--- src/rtl/scan_linebuf_ctrl.sv ---
// Ping-pong line buffer controller for the scan converter.
// One single-port RAM holds two banks of 2^AW pixels. The capture side writes
// one bank while the doubled-rate output side reads the other. Reads always
// win the RAM port. A colliding write is parked in a one-entry hold register
// and drains on the next free cycle.
module scan_linebuf_ctrl #(
  parameter int AW        = 9,
  parameter int DW        = 4,
  parameter int CGA_LINES = 200,
  parameter int EGA_LINES = 350
) (
  input  logic          clk,
  input  logic          reset,
  input  logic          enable,
  input  logic          egamode,
  input  logic          in_fs,
  input  logic          in_ls,
  input  logic          wr_req,
  input  logic [AW-1:0] wr_addr,
  input  logic [DW-1:0] wr_data,
  input  logic          out_ls,
  input  logic          rd_req,
  input  logic [AW-1:0] rd_addr,
  output logic [DW-1:0] rd_data,
  output logic          rd_valid,
  output logic [AW:0]   ram_addr,
  output logic [DW-1:0] ram_wdata,
  output logic          ram_we,
  output logic          ram_re,
  input  logic [DW-1:0] ram_rdata,
  output logic          wr_bank,
  output logic          rd_bank,
  output logic [8:0]    line_cnt,
  output logic          active,
  output logic          overflow
);

  typedef enum logic [1:0] {
    IDLE       = 2'd0,
    WAIT_FRAME = 2'd1,
    ACTIVE     = 2'd2
  } state_t;

  localparam logic [8:0] CGA_TGT = 9'(CGA_LINES);
  localparam logic [8:0] EGA_TGT = 9'(EGA_LINES);

  state_t        state;
  logic [8:0]    lines_tgt;
  logic          hold_valid;
  logic [AW:0]   hold_addr;
  logic [DW-1:0] hold_data;

  logic wr_accept;
  logic ls_active;
  logic hold_drain;
  logic hold_load;
  logic wr_drop;

  // Captures are only taken while a frame is in progress.
  assign wr_accept  = wr_req && (state == ACTIVE);
  assign ls_active  = in_ls && (state == ACTIVE);
  // The hold register drains whenever the reader leaves the port free.
  assign hold_drain = hold_valid && !rd_req;
  // The hold register is loaded when a write collides with a read on an empty
  // hold, or when it is draining and a new write arrives behind it.
  assign hold_load  = wr_accept && (rd_req ? !hold_valid : hold_valid);
  assign wr_drop    = wr_accept && rd_req && hold_valid;

  assign active  = (state == ACTIVE);
  assign rd_data = ram_rdata;

  // Frame state machine: line counting, frame arming and bank sequencing.
  always_ff @(posedge clk or negedge reset) begin
    if (!reset) begin
      state     <= IDLE;
      line_cnt  <= '0;
      lines_tgt <= CGA_TGT;
      wr_bank   <= 1'b0;
      rd_bank   <= 1'b1;
    end else begin
      // NOTE: non-blocking assignments here so every branch reads the
      // pre-edge values of state, line_cnt and wr_bank, regardless of order.
      if (ls_active) wr_bank <= ~wr_bank;
      // The reader normally takes the bank not being written; if a line ends
      // on the same edge, it takes the line that just completed.
      if (out_ls) rd_bank <= ls_active ? wr_bank : ~wr_bank;

      if (!enable) begin
        state    <= IDLE;
        line_cnt <= '0;
      end else begin
        case (state)
          IDLE: state <= WAIT_FRAME;
          WAIT_FRAME: begin
            if (in_fs) begin
              state     <= ACTIVE;
              line_cnt  <= '0;
              lines_tgt <= egamode ? EGA_TGT : CGA_TGT;
            end
          end
          ACTIVE: begin
            if (in_fs) begin
              // Resync: restart the count, keep capturing.
              line_cnt  <= '0;
              lines_tgt <= egamode ? EGA_TGT : CGA_TGT;
            end else if (in_ls) begin
              if (line_cnt == lines_tgt - 9'd1) begin
                line_cnt <= '0;
                state    <= WAIT_FRAME;
              end else begin
                line_cnt <= line_cnt + 9'd1;
              end
            end
          end
          default: state <= IDLE;
        endcase
      end
    end
  end

  // RAM port arbitration: read, then held write, then direct write.
  always_ff @(posedge clk or negedge reset) begin
    if (!reset) begin
      ram_re     <= 1'b0;
      ram_we     <= 1'b0;
      ram_addr   <= '0;
      rd_valid   <= 1'b0;
      hold_valid <= 1'b0;
      overflow   <= 1'b0;
    end else begin
      ram_re   <= rd_req;
      ram_we   <= !rd_req && (hold_valid || wr_accept);
      rd_valid <= ram_re;

      if (rd_req)          ram_addr <= {rd_bank, rd_addr};
      else if (hold_valid) ram_addr <= hold_addr;
      else if (wr_accept)  ram_addr <= {wr_bank, wr_addr};

      if (hold_load)       hold_valid <= 1'b1;
      else if (hold_drain) hold_valid <= 1'b0;

      if (wr_drop) overflow <= 1'b1;
    end
  end

  // Write data path: payload registers qualified by hold_valid / ram_we.
  // NOTE: no reset on these; their contents are never used unless a valid
  // flag or write strobe that is itself reset says so.
  always_ff @(posedge clk) begin
    if (hold_load) begin
      hold_addr <= {wr_bank, wr_addr};
      hold_data <= wr_data;
    end
    if (!rd_req) ram_wdata <= hold_valid ? hold_data : wr_data;
  end

endmodule

--- config.mk ---
export PLATFORM = sky130hd
export DESIGN_NAME = scan_linebuf_ctrl
export DESIGN_NICKNAME = d
export VERILOG_FILES = /design/src/rtl/scan_linebuf_ctrl.sv
export SDC_FILE = /design/constraint.sdc
export NUM_CORES = 1
export LEC_CHECK = 0
export BUFFER_PORTS_ARGS = -buffer_cell sky130_fd_sc_hd__buf_2
export CAP_MARGIN = 10
export CORE_UTILIZATION = 51
export CTS_CLUSTER_SIZE = 24
export DETAILED_ROUTE_END_ITERATION = 8
export HOLD_SLACK_MARGIN = 0.08
export PLACE_DENSITY = 0.79
export REMOVE_ABC_BUFFERS = 1
export SLEW_MARGIN = 25
export SYNTH_ARGS = -nofsm -noshare
export SYNTH_HDL_FRONTEND = slang
export SYNTH_SLANG_ARGS = --single-unit
--- constraint.sdc ---
create_clock -name clk -period 2.6 [get_ports clk]
set_clock_uncertainty 0.15 [all_clocks]
set_input_delay 0.13 -clock clk [delete_from_list [all_inputs] [get_ports clk]]
set_output_delay 0.13 -clock clk [all_outputs]
set_load 0.1 [all_outputs]
==> impl_metrics.tcl, run 1 <==
set metrics [dict create \
    vias_per_cell 5.35 \
    rsz0062_at_grt "no" \
    hold_path.class "primary input to primary output" \
    crit_path_end_kind "flop" \
    antenna_left 0 \
    antenna_found_initial 0 \
    cts_tree "yes" \
    clk_transition_reported_paths_ns 0.09 \
    hold_viol_final 0 \
    wirelength_microns 4800 \
    startpoint "state[0]$_DFFE_PN0P_" \
    fin_ws_ns 0.501 \
    netlist_top_cells_area "dfrtp_1 (31%), edfxtp_1 (24%), mux2i_1 (4.9%)" \
    p_per_area_mw_per_mm2 974 \
    dieArea_sq_mm 0.00469 \
    clkPwrFrac_pct 14.5 \
    vias 1825 \
    hold_slack_ns 0.111 \
    power_frac_comb_pct 49.9 \
    mostFrequentLayoutCells "buf_2 (60), dlygate4sd3_1 (30), dfrtp_1 (28), nand2_1 (25), edfxtp_1 (18)" \
    slew_headroom_pct 54.6 \
    switching_power_w 0.00142 \
    worst-path-max-fanout 9 \
    ys_types 38 \
    antenna_cells 0 \
    grt_pass1_wl_microns 7870 \
    syn_area_sq_mm 0.00226 \
    setup.worst_path.start_class "flop" \
    cts_made_buffers 5 \
    finalInstanceArea_sq_mm 0.00298 \
    worstPathArrival_ns 2.15 \
    synthCells 199 \
    route.detailed.drc 0 \
    grt_max_degree 31 \
    grt_pass1_vias 1812 \
    die_h_microns 68.5 \
    die_w_microns 68.5 \
    drt-pass1-iter-count 4 \
    initial_core_util_pct 54.8 \
    synth_area_leader_cell "dfrtp_1" \
    worstSetupPathType "flop to flop" \
    outcome "completed" \
    yosysTopAreaCellShare_pct 31.1 \
    dp_hpwl_microns 3130 \
    grt.total_usage_pct 23.1 \
    post_cts_buffers 0 \
    place_ws_ns 0.536 \
    synth.avg_cell_area_sq_um 11.3 \
    final_common_cell "buf_2" \
    synth-seq-cells 48 \
    utilization_pct 72.4 \
    fin_nets 331 \
    wl_per_cell_microns 14.1 \
    ys_warn_count 0 \
    grt_overflow_total 0 \
    rr_startpoint "state[0]$_DFFE_PN0P_" \
    place_congestion 0.830 \
    drt_iter0_drc 80 \
    core-area_sq_mm 0.00412 \
    hold_path_startpoint "ram_rdata[2]" \
    htreeDepth 2 \
    io_buffer_count 60 \
    setup_viol 0 \
    drv_slew 0 \
    p_leak_nw 1.33 \
    power.internal_w 0.00148 \
    cts-root-buf "clkbuf_8" \
    rows 23 \
    switching_share_pct 49.0 \
    power_frac_seq_pct 35.6 \
    yosysSeqAreaShare_pct 57.3 \
    clk_latency_ns 0.30 \
    synthToLayoutAreaGrowth_pct 32.1 \
    tightest_slew_ns 0.681 \
    drive_gt1_share_pct 29.6 \
    max_freq_mhz 476 \
    fin_crit_sh_pct 80.7 \
    synth_edf_count 18 \
    peakVddDrop_v 0.000624 \
    cts.sinks 48 \
    drv_cap 0 \
    placed_area_sq_mm 0.00260 \
    critPathRequiredTime_ns 2.65 \
    ios 69 \
    async_flop_share_pct 62.5 \
    period_needed_ns 2.10 \
    cts.path.max_buffers 2 \
    ys.flop_type "dfrtp_1" \
]
-- logic make-up (layout without fill, tap and decap cells) --
logic type      Yosys count  in the layout  share of synthesized area, %
simple gates             61             61                          12.8
flops                    48             48                          57.3
compound gates           43             43                          13.6
buf+inv                  22            114                          4.44
mux                      16             16                          7.38
fa+ha+maj                 6              6                          3.33
xor+xnor                  3              3                          1.16
-- state kept, by name (all words and copies together), names as in the netlist --
signal	count
hold_valid	1
ram_wdata	4
ram_we	1
ram_addr	10
wr_bank	1
state	2
rd_valid	1
ram_re	1
overflow	1
hold_addr	10
hold_data	4
rd_bank	1
line_cnt	9
lines_tgt	2
-- worst paths after layout --
kind / to / slack, ns / depth (start not counted)
setup reg to reg: line_cnt[6]$_DFFE_PN0P_ / 0.50 / 6
hold reg to reg: rd_valid$_DFF_PN0_ / 0.23 / 0
max in group asynchronous: line_cnt[3]$_DFFE_PN0P_ / 1.60 / 2
setup / recovery: line_cnt[6]$_DFFE_PN0P_ / 0.50 / 6
hold / removal: rd_data[2] / 0.11 / 0
min in group asynchronous: ram_addr[3]$_DFFE_PN0P_ / 0.26 / 2
-- final cells by class --
type	count	area [sq um]
sequential	48	1290
timing repair buffer	95	638
multi-input combinational	129	862
clock buffer	5	68.8
tap	50	62.6
inverter	11	41.3
fill	287	1130
clock inverter	3	13.8
-- metrics by stage --
step	setup TNS, ns	cells	total power [W]
4_1_cts	0	341	0.00292
3_3_place_gp	0	303	0.00242
3_5_place_dp	0	303	0.00246
6_report	0	341	0.00290
5_1_grt	0	341	0.00305
2_1_floorplan	-2.18	188	0.00218
-- routing by layer --
layer	routed length, microns	up-vias	GRT usage (%)
met5	0	-	0
met2	2480	54	41.2
met3	189	9	4.11
li1	-	882	-
met1	2040	880	27.0
met4	88	0	10.2
-- cell usage after synthesis, drive strengths merged (2+ instances only) --
| library cell | instances |
|---|---|
| o21ai | 13 |
| ha | 6 |
| nand3 | 7 |
| buf | 6 |
| xnor2 | 2 |
| dfstp | 2 |
| mux2i | 11 |
| clkbuf | 5 |
| nor2 | 14 |
| dfrtp | 28 |
| mux2 | 5 |
| o311ai | 4 |
| nor3 | 2 |
| o22ai | 3 |
| nand4 | 2 |
| nand2b | 2 |
| a21oi | 15 |
| edfxtp | 18 |
| nand2 | 25 |
| inv | 11 |
| and3 | 4 |
-- critical path: stages, from the launching register on --
cell and delay (ns):
dfrtp_1 0.41, inv_1 0.10, ha_1 0.32, inv_1 0.12
a211oi_4 0.47, nand2b_4 0.16, o311ai_2 0.27
-- power groups by stage --
| stage | combinational, W | sequential [W] | clock, W |
|---|---|---|---|
| 2_1_floorplan | 0.000380 | 0.00180 | 0 |
| 3_3_place_gp | 0.00138 | 0.00104 | 0 |
| 3_5_place_dp | 0.00141 | 0.00105 | 0 |
| 4_1_cts | 0.00146 | 0.00103 | 0.000431 |
| 5_1_grt | 0.00153 | 0.00106 | 0.000459 |
| 6_report | 0.00145 | 0.00103 | 0.000420 |
-- repair_timing --
item / 4_1_cts / 5_1_grt
hold buffers: 30 / 0
hold endpoints to repair: 63 / 0
gates resized for setup: 0 / 0
Note: power is estimated with default switching activity, not from simulation.
==> run 2, diff against run 1 <==
Clock period 2.6 ns to 2.15 ns, I/O delays scaled along.
==> run 2 against run 1 <==
Compared with the run above:
- power is 28% higher
- wire length increased by 7.2%
- critical path depth is the same
- die area unchanged
- non-clock buffer count rose by 6
- via count is 2.0% higher
- global-route usage increased by 1.1 points
- first-iteration DRC count rose by 79%
- highest routed layer unchanged
==> impl_metrics.tcl, run 2 (synthesis gave the netlist of run 1 again) <==
set metrics [dict create \
    outcome "completed" \
    final_common_cell "buf_2" \
    hold_viol_final 0 \
    cpMaxStageDelayCell "dlygate4sd3_1" \
    p_per_area_mw_per_mm2 1210 \
    peakVddDrop_v 0.000697 \
    critPathRequiredTime_ns 2.24 \
    p_leak_nw 1.37 \
    setup.worst_path.start_class "flop" \
    post-place-cells 305 \
    placed_area_sq_mm 0.00261 \
    antenna_found_initial 0 \
    ios 69 \
    cpPeakStageDelay_ns 0.55 \
    drt_iter0_drc 143 \
    place_congestion 0.817 \
    fin_nets 337 \
    switching_power_w 0.00178 \
    crit_family "buffers and inverters" \
    wirelength_microns 5150 \
    rows 23 \
    setup-tns-final_ns 0 \
    path_cells "inv_1, ha_1, nor3_1, nor2_1, a21oi_1, dlygate4sd3_1" \
    cts-root-buf "clkbuf_8" \
    cts.path.max_buffers 2 \
    post_cts_buffers 0 \
    grt.total_usage_pct 24.2 \
    largestRegisters "hold_addr x10, ram_addr x10, line_cnt x9" \
    max_freq_mhz 499 \
    grt_pass1_wl_microns 8090 \
    clk_transition_reported_paths_ns 0.08 \
    htreeDepth 2 \
    slew_headroom_pct 34.8 \
    rsz0062_at_grt "no" \
    power.internal_w 0.00192 \
    power_frac_seq_pct 33.9 \
    cts.sinks 48 \
    worst-path-max-fanout 3 \
    switching_share_pct 48.1 \
    tightest_slew_ns 0.975 \
    crit_buf_inv 2 \
    dp_hpwl_microns 3230 \
    cts_tree "yes" \
    setup_viol 0 \
    drt-pass1-iter-count 6 \
    worstSetupPathType "flop to flop" \
    drv_slew 0 \
    vias 1862 \
    synthToLayoutAreaGrowth_pct 35.8 \
    initial_core_util_pct 54.8 \
    seq_area_sq_mm 0.00129 \
    antenna_cells 0 \
    wl_per_cell_microns 14.8 \
    fin_cells 347 \
    cts_made_buffers 5 \
    vias_per_cell 5.37 \
    io_buffer_count 60 \
    clkPwrFrac_pct 17.4 \
    die_w_microns 68.5 \
    worstPathArrival_ns 2.10 \
    finalInstanceArea_sq_mm 0.00306 \
    power_frac_comb_pct 48.7 \
    grt_max_degree 31 \
    final.fill_count 285 \
    grt_pass1_vias 1773 \
    drv_cap 0 \
    period_needed_ns 2.01 \
    die_h_microns 68.5 \
    core-area_sq_mm 0.00412 \
    mostFrequentLayoutCells "buf_2 (60), dlygate4sd3_1 (34), dfrtp_1 (28), nand2_1 (25), edfxtp_1 (18)" \
    drive_gt1_share_pct 30.0 \
    clk_latency_ns 0.30 \
    route.detailed.drc 0 \
    multi_input_area_sq_um 862 \
    hold_path.class "primary input to flop" \
    dieArea_sq_mm 0.00469 \
    fin_crit_sh_pct 93.3 \
    antenna_left 0 \
    grt_overflow_total 0 \
    crit_path_end_kind "flop" \
]
## run 2: area by class of cell
cell class                 count  area share, %
timing repair buffer         101           22.6
multi-input combinational    129           28.1
inverter                      11           1.35
tap                           50           2.04
sequential                    48           42.2
clock inverter                 3           1.39
clock buffer                   5           2.25
## run 2: worst reg2reg max path, stage by stage, from the launching register on
cell and delay [ns]:
dfrtp_1 0.38, inv_1 0.08, ha_1 0.28, nor3_1 0.31, nor2_1 0.08, a21oi_1 0.11
dlygate4sd3_1 0.55
## run 2: path summary, 6_finish.rpt
check                                startpoint                  endpoint  slack, ns  cells past startpoint
setup / recovery           state[0]$_DFFE_PN0P_  lines_tgt[7]$_DFFE_PN1P_       0.14                      6
hold / removal                            in_fs  lines_tgt[4]$_DFFE_PN0P_       0.18                      4
setup reg to reg           state[0]$_DFFE_PN0P_  lines_tgt[7]$_DFFE_PN1P_       0.14                      6
hold reg to reg                ram_re$_DFF_PN0_        rd_valid$_DFF_PN0_       0.23                      0
max in group asynchronous                 reset      state[0]$_DFFE_PN0P_       1.17                      2
min in group asynchronous                 reset   ram_addr[3]$_DFFE_PN0P_       0.24                      2
## run 2: power groups by stage
stage | Sequential, W | Combinational (W) | Clock, W
final | 0.00125 | 0.00181 | 0.000644
after global placement | 0.00126 | 0.00168 | 0
after global routing | 0.00128 | 0.00191 | 0.000700
after detailed placement | 0.00127 | 0.00170 | 0
after CTS | 0.00125 | 0.00180 | 0.000661
after floorplan | 0.00218 | 0.000460 | 0
## run 2: what timing repair did
action                     in CTS  in global routing
hold endpoints to repair       71                  0
setup endpoints to repair       0                  2
hold buffers                   34                  0
resized for setup               0                  0
## run 2: stage by stage
step	total power, W	util, %	setup slack [ns]	hold slack [ns]
floorplan	0.00264	-	-0.604	-0.338
global placement	0.00294	63.5	0.218	0.0361
detailed placement	0.00298	63.5	0.148	0.0432
CTS	0.00372	74.5	0.152	0.169
global route	0.00389	74.5	0.0142	0.200
finish	0.00370	74.5	0.145	0.176
## run 2: layer usage
metal | part of all wire [%] | GRT usage (%) | vias up | wire, microns
li1 | - | - | 902 | -
met4 | 1.1 | 8.59 | 0 | 59
met5 | 0 | 0 | - | 0
met1 | 42 | 26.9 | 895 | 2160
met2 | 52 | 45.2 | 60 | 2690
met3 | 4.6 | 5.10 | 5 | 236
